**src/rtl/loader_pkg.sv**
```systemverilog
// Shared types for the UART program loader: receiver and loader state
// encodings plus the default baud divisor.
package loader_pkg;

   localparam int DEFAULT_CLKS_PER_BIT = 868;

   typedef enum logic [1:0] {
      RX_IDLE,
      RX_START,
      RX_DATA,
      RX_STOP
   } rx_state_t;

   typedef enum logic [1:0] {
      L_COUNT,
      L_HI,
      L_LO,
      L_DONE
   } ld_state_t;

endpackage

```
**src/rtl/uart_rx_byte.sv**
```systemverilog
// 8N1 byte receiver: 2-flop line synchronizer, mid-bit sampling FSM,
// one-cycle byte_valid pulse after a good stop bit.
module uart_rx_byte
   import loader_pkg::*;
#(
   parameter int CLKS_PER_BIT = DEFAULT_CLKS_PER_BIT
) (
   input  logic       CLK,
   input  logic       RST,
   input  logic       UART_TXD_IN,
   output logic       byte_valid,
   output logic [7:0] byte_data,
   output logic       stop_err
);

   localparam int CNT_W = $clog2(CLKS_PER_BIT);
   localparam logic [CNT_W-1:0] HALF_LAST = CNT_W'(CLKS_PER_BIT / 2 - 1);
   localparam logic [CNT_W-1:0] FULL_LAST = CNT_W'(CLKS_PER_BIT - 1);

   logic [1:0]       sync_q;
   logic             line;
   rx_state_t        state_q, state_d;
   logic [CNT_W-1:0] baud_q, baud_d;
   logic [2:0]       bit_q, bit_d;
   logic [7:0]       shift_q, shift_d;
   logic             valid_d;

   assign line      = sync_q[1];
   assign byte_data = shift_q;

   always_comb begin
      // NOTE: every signal assigned here gets a default first so no path infers a latch.
      state_d  = state_q;
      baud_d   = baud_q + CNT_W'(1);
      bit_d    = bit_q;
      shift_d  = shift_q;
      valid_d  = 1'b0;
      stop_err = 1'b0;
      case (state_q)
         RX_IDLE: begin
            baud_d = '0;
            bit_d  = '0;
            if (!line) state_d = RX_START;
         end
         RX_START: begin
            // A line that is high again at mid-bit was a glitch, not a start bit.
            if (baud_q == HALF_LAST) begin
               baud_d  = '0;
               state_d = line ? RX_IDLE : RX_DATA;
            end
         end
         RX_DATA: begin
            if (baud_q == FULL_LAST) begin
               baud_d  = '0;
               shift_d = {line, shift_q[7:1]};
               bit_d   = bit_q + 3'd1;
               if (bit_q == 3'd7) state_d = RX_STOP;
            end
         end
         RX_STOP: begin
            if (baud_q == FULL_LAST) begin
               baud_d   = '0;
               state_d  = RX_IDLE;
               valid_d  = line;
               stop_err = !line;
            end
         end
         default: state_d = RX_IDLE;
      endcase
   end

   always_ff @(posedge CLK) begin
      // NOTE: sequential state uses non-blocking assignments so all flops update together.
      if (RST) begin
         sync_q     <= 2'b11;
         state_q    <= RX_IDLE;
         baud_q     <= '0;
         bit_q      <= '0;
         shift_q    <= '0;
         byte_valid <= 1'b0;
      end else begin
         sync_q     <= {sync_q[0], UART_TXD_IN};
         state_q    <= state_d;
         baud_q     <= baud_d;
         bit_q      <= bit_d;
         shift_q    <= shift_d;
         byte_valid <= valid_d;
      end
   end

endmodule

```
**src/rtl/uart_program_loader.sv**
```systemverilog
// Loads a count-prefixed program image from the UART into instruction
// memory, one {hi,lo} word per write, then releases the PC via load_done.
module uart_program_loader
   import loader_pkg::*;
#(
   parameter int CLKS_PER_BIT = DEFAULT_CLKS_PER_BIT,
   parameter int ADDR_W       = 8,
   parameter int DATA_W       = 16
) (
   input  logic              CLK,
   input  logic              RST,
   input  logic              UART_TXD_IN,
   output logic              wr_en,
   output logic [ADDR_W-1:0] wr_addr,
   output logic [DATA_W-1:0] wr_data,
   output logic              load_done,
   output logic              frame_error
);

   logic       byte_valid;
   logic [7:0] byte_data;
   logic       stop_err;

   uart_rx_byte #(
      .CLKS_PER_BIT(CLKS_PER_BIT)
   ) u_rx (
      .CLK        (CLK),
      .RST        (RST),
      .UART_TXD_IN(UART_TXD_IN),
      .byte_valid (byte_valid),
      .byte_data  (byte_data),
      .stop_err   (stop_err)
   );

   ld_state_t         state_q, state_d;
   logic [7:0]        count_q, count_d;
   logic [7:0]        hi_q, hi_d;
   logic [ADDR_W-1:0] idx_q, idx_d;
   logic              wr_fire;
   logic              done_set;
   logic              last_word;

   assign last_word = (32'(idx_q) == 32'(count_q) - 32'd1);

   always_comb begin
      state_d  = state_q;
      count_d  = count_q;
      hi_d     = hi_q;
      idx_d    = idx_q;
      wr_fire  = 1'b0;
      done_set = (state_q == L_DONE);
      case (state_q)
         L_COUNT: begin
            if (byte_valid) begin
               count_d  = byte_data;
               state_d  = (byte_data == 8'd0) ? L_DONE : L_HI;
               // An empty image completes one cycle earlier than a real one.
               done_set = (byte_data == 8'd0);
            end
         end
         L_HI: begin
            if (byte_valid) begin
               hi_d    = byte_data;
               state_d = L_LO;
            end
         end
         L_LO: begin
            if (byte_valid) begin
               wr_fire = 1'b1;
               idx_d   = idx_q + ADDR_W'(1);
               state_d = last_word ? L_DONE : L_HI;
            end
         end
         default: ;
      endcase
   end

   always_ff @(posedge CLK) begin
      if (RST) begin
         state_q     <= L_COUNT;
         count_q     <= '0;
         hi_q        <= '0;
         idx_q       <= '0;
         wr_en       <= 1'b0;
         wr_addr     <= '0;
         wr_data     <= '0;
         load_done   <= 1'b0;
         frame_error <= 1'b0;
      end else begin
         state_q   <= state_d;
         count_q   <= count_d;
         hi_q      <= hi_d;
         idx_q     <= idx_d;
         wr_en     <= wr_fire;
         load_done <= load_done | done_set;
         if (wr_fire) begin
            wr_addr <= idx_q;
            wr_data <= DATA_W'({hi_q, byte_data});
         end
         if (stop_err && state_q != L_DONE) frame_error <= 1'b1;
      end
   end

endmodule
```
**config.mk**
```make
export PLATFORM = sky130hd
export DESIGN_NAME = uart_program_loader
export DESIGN_NICKNAME = d
export VERILOG_FILES = /design/src/rtl/loader_pkg.sv /design/src/rtl/uart_rx_byte.sv /design/src/rtl/uart_program_loader.sv
export SDC_FILE = /design/constraint.sdc
export NUM_CORES = 1
export LEC_CHECK = 0
export BUFFER_PORTS_ARGS = -buffer_cell sky130_fd_sc_hd__buf_4
export CORE_AREA = 5 5 89 91
export CTS_CLUSTER_DIAMETER = 50
export CTS_CLUSTER_SIZE = 12
export DETAILED_ROUTE_END_ITERATION = 10
export DIE_AREA = 0 0 94 96
export PLACE_DENSITY = 0.71
export SLEW_MARGIN = 15
export SYNTH_ARGS = -nofsm -noshare
export SYNTH_HDL_FRONTEND = slang
export SYNTH_SLANG_ARGS = --single-unit
```
**constraint.sdc**
```tcl
create_clock -name CLK -period 1.75 [get_ports CLK]
set_input_delay 0.2625 -clock CLK [delete_from_list [all_inputs] [get_ports CLK]]
set_output_delay 0.2625 -clock CLK [all_outputs]
set_load 0.01 [all_outputs]
```
==> report_table.html <==
<table>
<tr><th>Metric</th><th>Value</th></tr>
<tr><th colspan="2">STA</th></tr>
<tr><td>RSZ-0062 raised after global routing</td><td>true</td></tr>
<tr><td>Max-slew headroom</td><td>0.675</td></tr>
<tr><td>Count of final max-slew check failures</td><td>0</td></tr>
<tr><td>Number of setup violations in the final report</td><td>1</td></tr>
<tr><td>Fmax achieved</td><td>~570 MHz</td></tr>
<tr><td>Final worst setup slack</td><td>-4.73 ps</td></tr>
<tr><td>Slew at the pin closest to its max-slew limit</td><td>487 ps</td></tr>
<tr><td>Fraction of the cycle the final worst path needs</td><td>1.00</td></tr>
<tr><td>Endpoints failing hold</td><td>0</td></tr>
<tr><td>Post-route minimum period</td><td>1750 ps</td></tr>
<tr><td>Setup TNS Final</td><td>-4.73 ps</td></tr>
<tr><td>Worst Skew</td><td>12.5 ps</td></tr>
<tr><th colspan="2">Final layout</th></tr>
<tr><td>Multi-input logic area</td><td>1720 um^2</td></tr>
<tr><td>Final instance area</td><td>4160 um^2</td></tr>
<tr><td>Final cell count without fillers</td><td>between 500 and 600</td></tr>
<tr><td>Leading cell type in the layout, fill and taps excluded</td><td>nand2_1</td></tr>
<tr><td>Final-stage net count</td><td>between 400 and 500</td></tr>
<tr><td>Fill cells</td><td>649</td></tr>
<tr><td>Synth-to-layout area growth</td><td>23.1%</td></tr>
<tr><td>Layout cells sized above 1</td><td>0.226</td></tr>
<tr><td>Number of diodes added for antenna fixing</td><td>0</td></tr>
<tr><td>Sequential cell area</td><td>roughly 1600 um^2</td></tr>
<tr><td>Top library cells by usage in the layout, fill and taps aside</td><td>nand2_1 (90), dfxtp_1 (74), buf_4 (60)</td></tr>
<tr><th colspan="2">Synthesis</th></tr>
<tr><td>Syn Nets</td><td>between 400 and 500</td></tr>
<tr><td>Async set or reset register ratio after synthesis</td><td>0</td></tr>
<tr><td>Count of different cell masters after synthesis</td><td>42</td></tr>
<tr><td>Number of flops mapped to enable cells by yosys</td><td>0</td></tr>
<tr><td>Post-synthesis sequential area ratio</td><td>0.468</td></tr>
<tr><td>Yosys synthesis warning count</td><td>0</td></tr>
<tr><td>Cells taking the most area after synthesis</td><td>dfxtp_1 (47%), nand2_1 (10%), a21oi_1 (7.4%)</td></tr>
<tr><td>Most used DFF post-synth</td><td>dfxtp_1</td></tr>
<tr><td>Number of register bits inferred by synthesis</td><td>slightly below 80</td></tr>
<tr><td>Combined area of all synthesized cells</td><td>around 3400 um^2</td></tr>
<tr><td>Gate Count Post-Synth</td><td>~400</td></tr>
<tr><td>Top cell type by total area after synthesis</td><td>dfxtp_1</td></tr>
<tr><td>Share of Yosys cell area claimed by the top area cell type</td><td>0.468</td></tr>
<tr><td>Post-synthesis area per instance</td><td>8.23 um^2</td></tr>
<tr><th colspan="2">Clock tree</th></tr>
<tr><td>CTS tree</td><td>done</td></tr>
<tr><td>Clock sink total</td><td>79</td></tr>
<tr><td>Count of H-tree levels built during CTS</td><td>3</td></tr>
<tr><td>CTS root buf</td><td>clkbuf_8</td></tr>
<tr><td>Total CTS buffers</td><td>9</td></tr>
<tr><td>Clock-pin slew on the worst setup and hold paths</td><td>~80 ps</td></tr>
<tr><td>Bufs on Longest Clock Path</td><td>2</td></tr>
<tr><td>Clock insertion delay at the later pin of the skew report</td><td>360 ps</td></tr>
<tr><th colspan="2">Die</th></tr>
<tr><td>I/O pin cnt</td><td>30</td></tr>
<tr><td>Total die area</td><td>around 9000 um^2</td></tr>
<tr><td>Initial cell density of the core</td><td>0.478</td></tr>
<tr><td>Die X-Extent</td><td>94 um</td></tr>
<tr><td>Placement Rows</td><td>31</td></tr>
<tr><td>Chip height</td><td>roughly 96 um</td></tr>
<tr><td>Core outline area</td><td>just over 7000 um^2</td></tr>
<tr><th colspan="2">Placed design</th></tr>
<tr><td>Last weighted congestion value of the routability-driven placer</td><td>approximately 0.84</td></tr>
<tr><td>Worst slack, placed</td><td>-70.5 ps</td></tr>
<tr><td>Dpl cell area</td><td>between 3000 and 4000 um^2</td></tr>
<tr><td>PortBufs</td><td>29</td></tr>
<tr><td>DP HPWL</td><td>between 4000 and 5000 um</td></tr>
<tr><td>Number of cells in the design after placement</td><td>542</td></tr>
<tr><th colspan="2">Outcome</th></tr>
<tr><td>Run status</td><td>finished with violations</td></tr>
<tr><td>Violated checks</td><td>setup timing</td></tr>
<tr><th colspan="2">Drt</th></tr>
<tr><td>Detail-routed via count per cell</td><td>roughly 5</td></tr>
<tr><td>Routed Wire Length</td><td>about 7300 um</td></tr>
<tr><td>Pre-Repair DR Iteration Count</td><td>5</td></tr>
<tr><td>Routed len/inst</td><td>between 10 and 15 um</td></tr>
<tr><td>Starting DRC count in detailed routing</td><td>159</td></tr>
<tr><td>Post-detailed-route DRC marker count</td><td>0</td></tr>
<tr><td>Remaining antenna violation count after routing</td><td>0</td></tr>
<tr><td>Vias after detailed routing</td><td>2,893</td></tr>
<tr><th colspan="2">Power and ir drop</th></tr>
<tr><td>IR drop worst, VDD</td><td>between 600 and 700 uV</td></tr>
<tr><td>PnR Total Power</td><td>between 3 and 4 mW</td></tr>
<tr><td>Leak</td><td>1.61 nW</td></tr>
<tr><td>Pwr per Cell Area</td><td>a little over 900 nW/um^2</td></tr>
<tr><th colspan="2">Global routing</th></tr>
<tr><td>Overall Global Routing Usage</td><td>0.166</td></tr>
<tr><td>Wire length of the first global-routing pass</td><td>about 12,000 um</td></tr>
<tr><td>Number of antenna violations at the first check in global routing</td><td>0</td></tr>
<tr><td>Residual overflow from global routing</td><td>0</td></tr>
<tr><td>Maximum number of pins on one net before global-route repair</td><td>49</td></tr>
<tr><td>Vias in the first global route</td><td>2,652</td></tr>
<tr><th colspan="2">Critical path</th></tr>
<tr><td>Nature of the critical path endpoint</td><td>flop</td></tr>
<tr><td>Arr. time, crit path</td><td>2010 ps</td></tr>
<tr><td>Worst Setup Path Type</td><td>reg -&gt; reg</td></tr>
<tr><td>Kind of launch point of the worst setup path</td><td>flop</td></tr>
<tr><td>CP required</td><td>2000 ps</td></tr>
<tr><td>Peak fanout along the critical path</td><td>5</td></tr>
<tr><th colspan="2">Run</th></tr>
<tr><td>Max-capacitance violation count</td><td>0</td></tr>
<tr><th colspan="2">Worst hold path</th></tr>
<tr><td>Hold/Removal Path Class</td><td>in -&gt; reg</td></tr>
</table>
[Yosys cell counts (2+ instances only)]
| library cell | instances |
|---|---|
| ha_1 | 11 |
| a211oi_1 | 3 |
| dfxtp_1 | 79 |
| nand2_1 | 90 |
| or2_2 | 5 |
| nor3_1 | 7 |
| a2bb2oi_1 | 2 |
| or4_1 | 3 |
| nor3_2 | 2 |
| inv_1 | 11 |
| or3_1 | 4 |
| o21ai_0 | 6 |
| nand4_1 | 8 |
| nor2_1 | 41 |
| and2_1 | 3 |
| buf_1 | 3 |
| clkbuf_1 | 17 |
| buf_2 | 2 |
| xnor2_1 | 9 |
| nor3b_1 | 2 |
| buf_6 | 2 |
| xor2_1 | 12 |
| mux2i_1 | 8 |
| a21oi_1 | 50 |
| nand3_1 | 13 |
[where the power goes]
group | switching, mW | leakage (nW) | total [mW] | internal, mW
combinational | 0.250 | 0.867 | 0.510 | 0.260
clock | 0.727 | 0.105 | 1.45 | 0.720
sequential | 0.0233 | 0.640 | 1.85 | 1.83
total | 1.00 | 1.61 | 3.81 | 2.81
[per-stage QoR]
step                 util  hold WS [ps]
finish              0.589          87.4
global route        0.589          74.2
CTS                 0.580          73.3
detailed placement  0.542           394
global placement    0.542           396
floorplan               -           366
[final timing paths]
kind | from | to | slack (ps) | depth (start not counted)
max | u_rx.baud_q[3] | u_rx.baud_q[8] | -5 | 5
min | UART_TXD_IN | u_rx.sync_q[0] | 90 | 2
max reg2reg | u_rx.baud_q[3] | u_rx.baud_q[8] | -5 | 5
min reg2reg | u_rx.sync_q[0] | u_rx.sync_q[1] | 420 | 1
[critical path: stages (launching register included)]
cell     delay (ps)
dfxtp_1         320
or3b_4          400
or4_4           510
a21oi_4         190
a211o_2         180
nor2_1           60
[registers in the layout, summed over array words and instances, names as in the netlist, named ones only]
| name | cells |
|---|---|
| wr_en | 1 |
| count_q | 8 |
| u_rx.state_q | 1 |
| u_rx.baud_q | 10 |
| state_q | 2 |
| wr_addr | 8 |
| u_rx.byte_valid | 1 |
| idx_q | 8 |
| frame_error | 1 |
| u_rx.bit_q | 3 |
| u_rx.byte_data | 8 |
| load_done | 1 |
| hi_q | 8 |
| u_rx.sync_q | 2 |
| wr_data | 16 |
[timing repair]
item / in CTS / in global routing
setup endpoints to repair: 1 / 21
cloned: 0 / 1
hold buffers: 0 / 0
pin swaps: 6 / 8
buffers inserted: 4 / 1
gates resized for setup: 7 / 13
[cell type report]
| class | count | share of cell area |
|---|---|---|
| clock buffers | 10 | 0.0331 |
| repair buffers | 62 | 0.114 |
| multi-input cells | 297 | 0.413 |
| inverters | 11 | 0.00993 |
| clock inverters | 6 | 0.0181 |
| flip-flops and latches | 79 | 0.383 |
| well taps | 99 | 0.0298 |
[cells by family after synthesis]
| kind of cell | after synthesis | share of synthesized area |
|---|---|---|
| AOI/OAI and AO/OA | 71 | 0.120 |
| and+or+nand+nor | 185 | 0.248 |
| buffers and inverters | 35 | 0.0441 |
| xor gates and xnor gates | 21 | 0.0545 |
| adders and majority gates | 11 | 0.0408 |
| DFF | 79 | 0.468 |
| muxes | 8 | 0.0237 |
[layer usage]
metal | global-route usage | part of all wire | vias up
li1 | - | - | 1476
met5 | 0 | 0 | -
met2 | 0.290 | 0.49 | 47
met1 | 0.200 | 0.46 | 1362
met3 | 0.0375 | 0.033 | 8
met4 | 0.0650 | 0.013 | 0
Power figures use the tool's default switching activity.
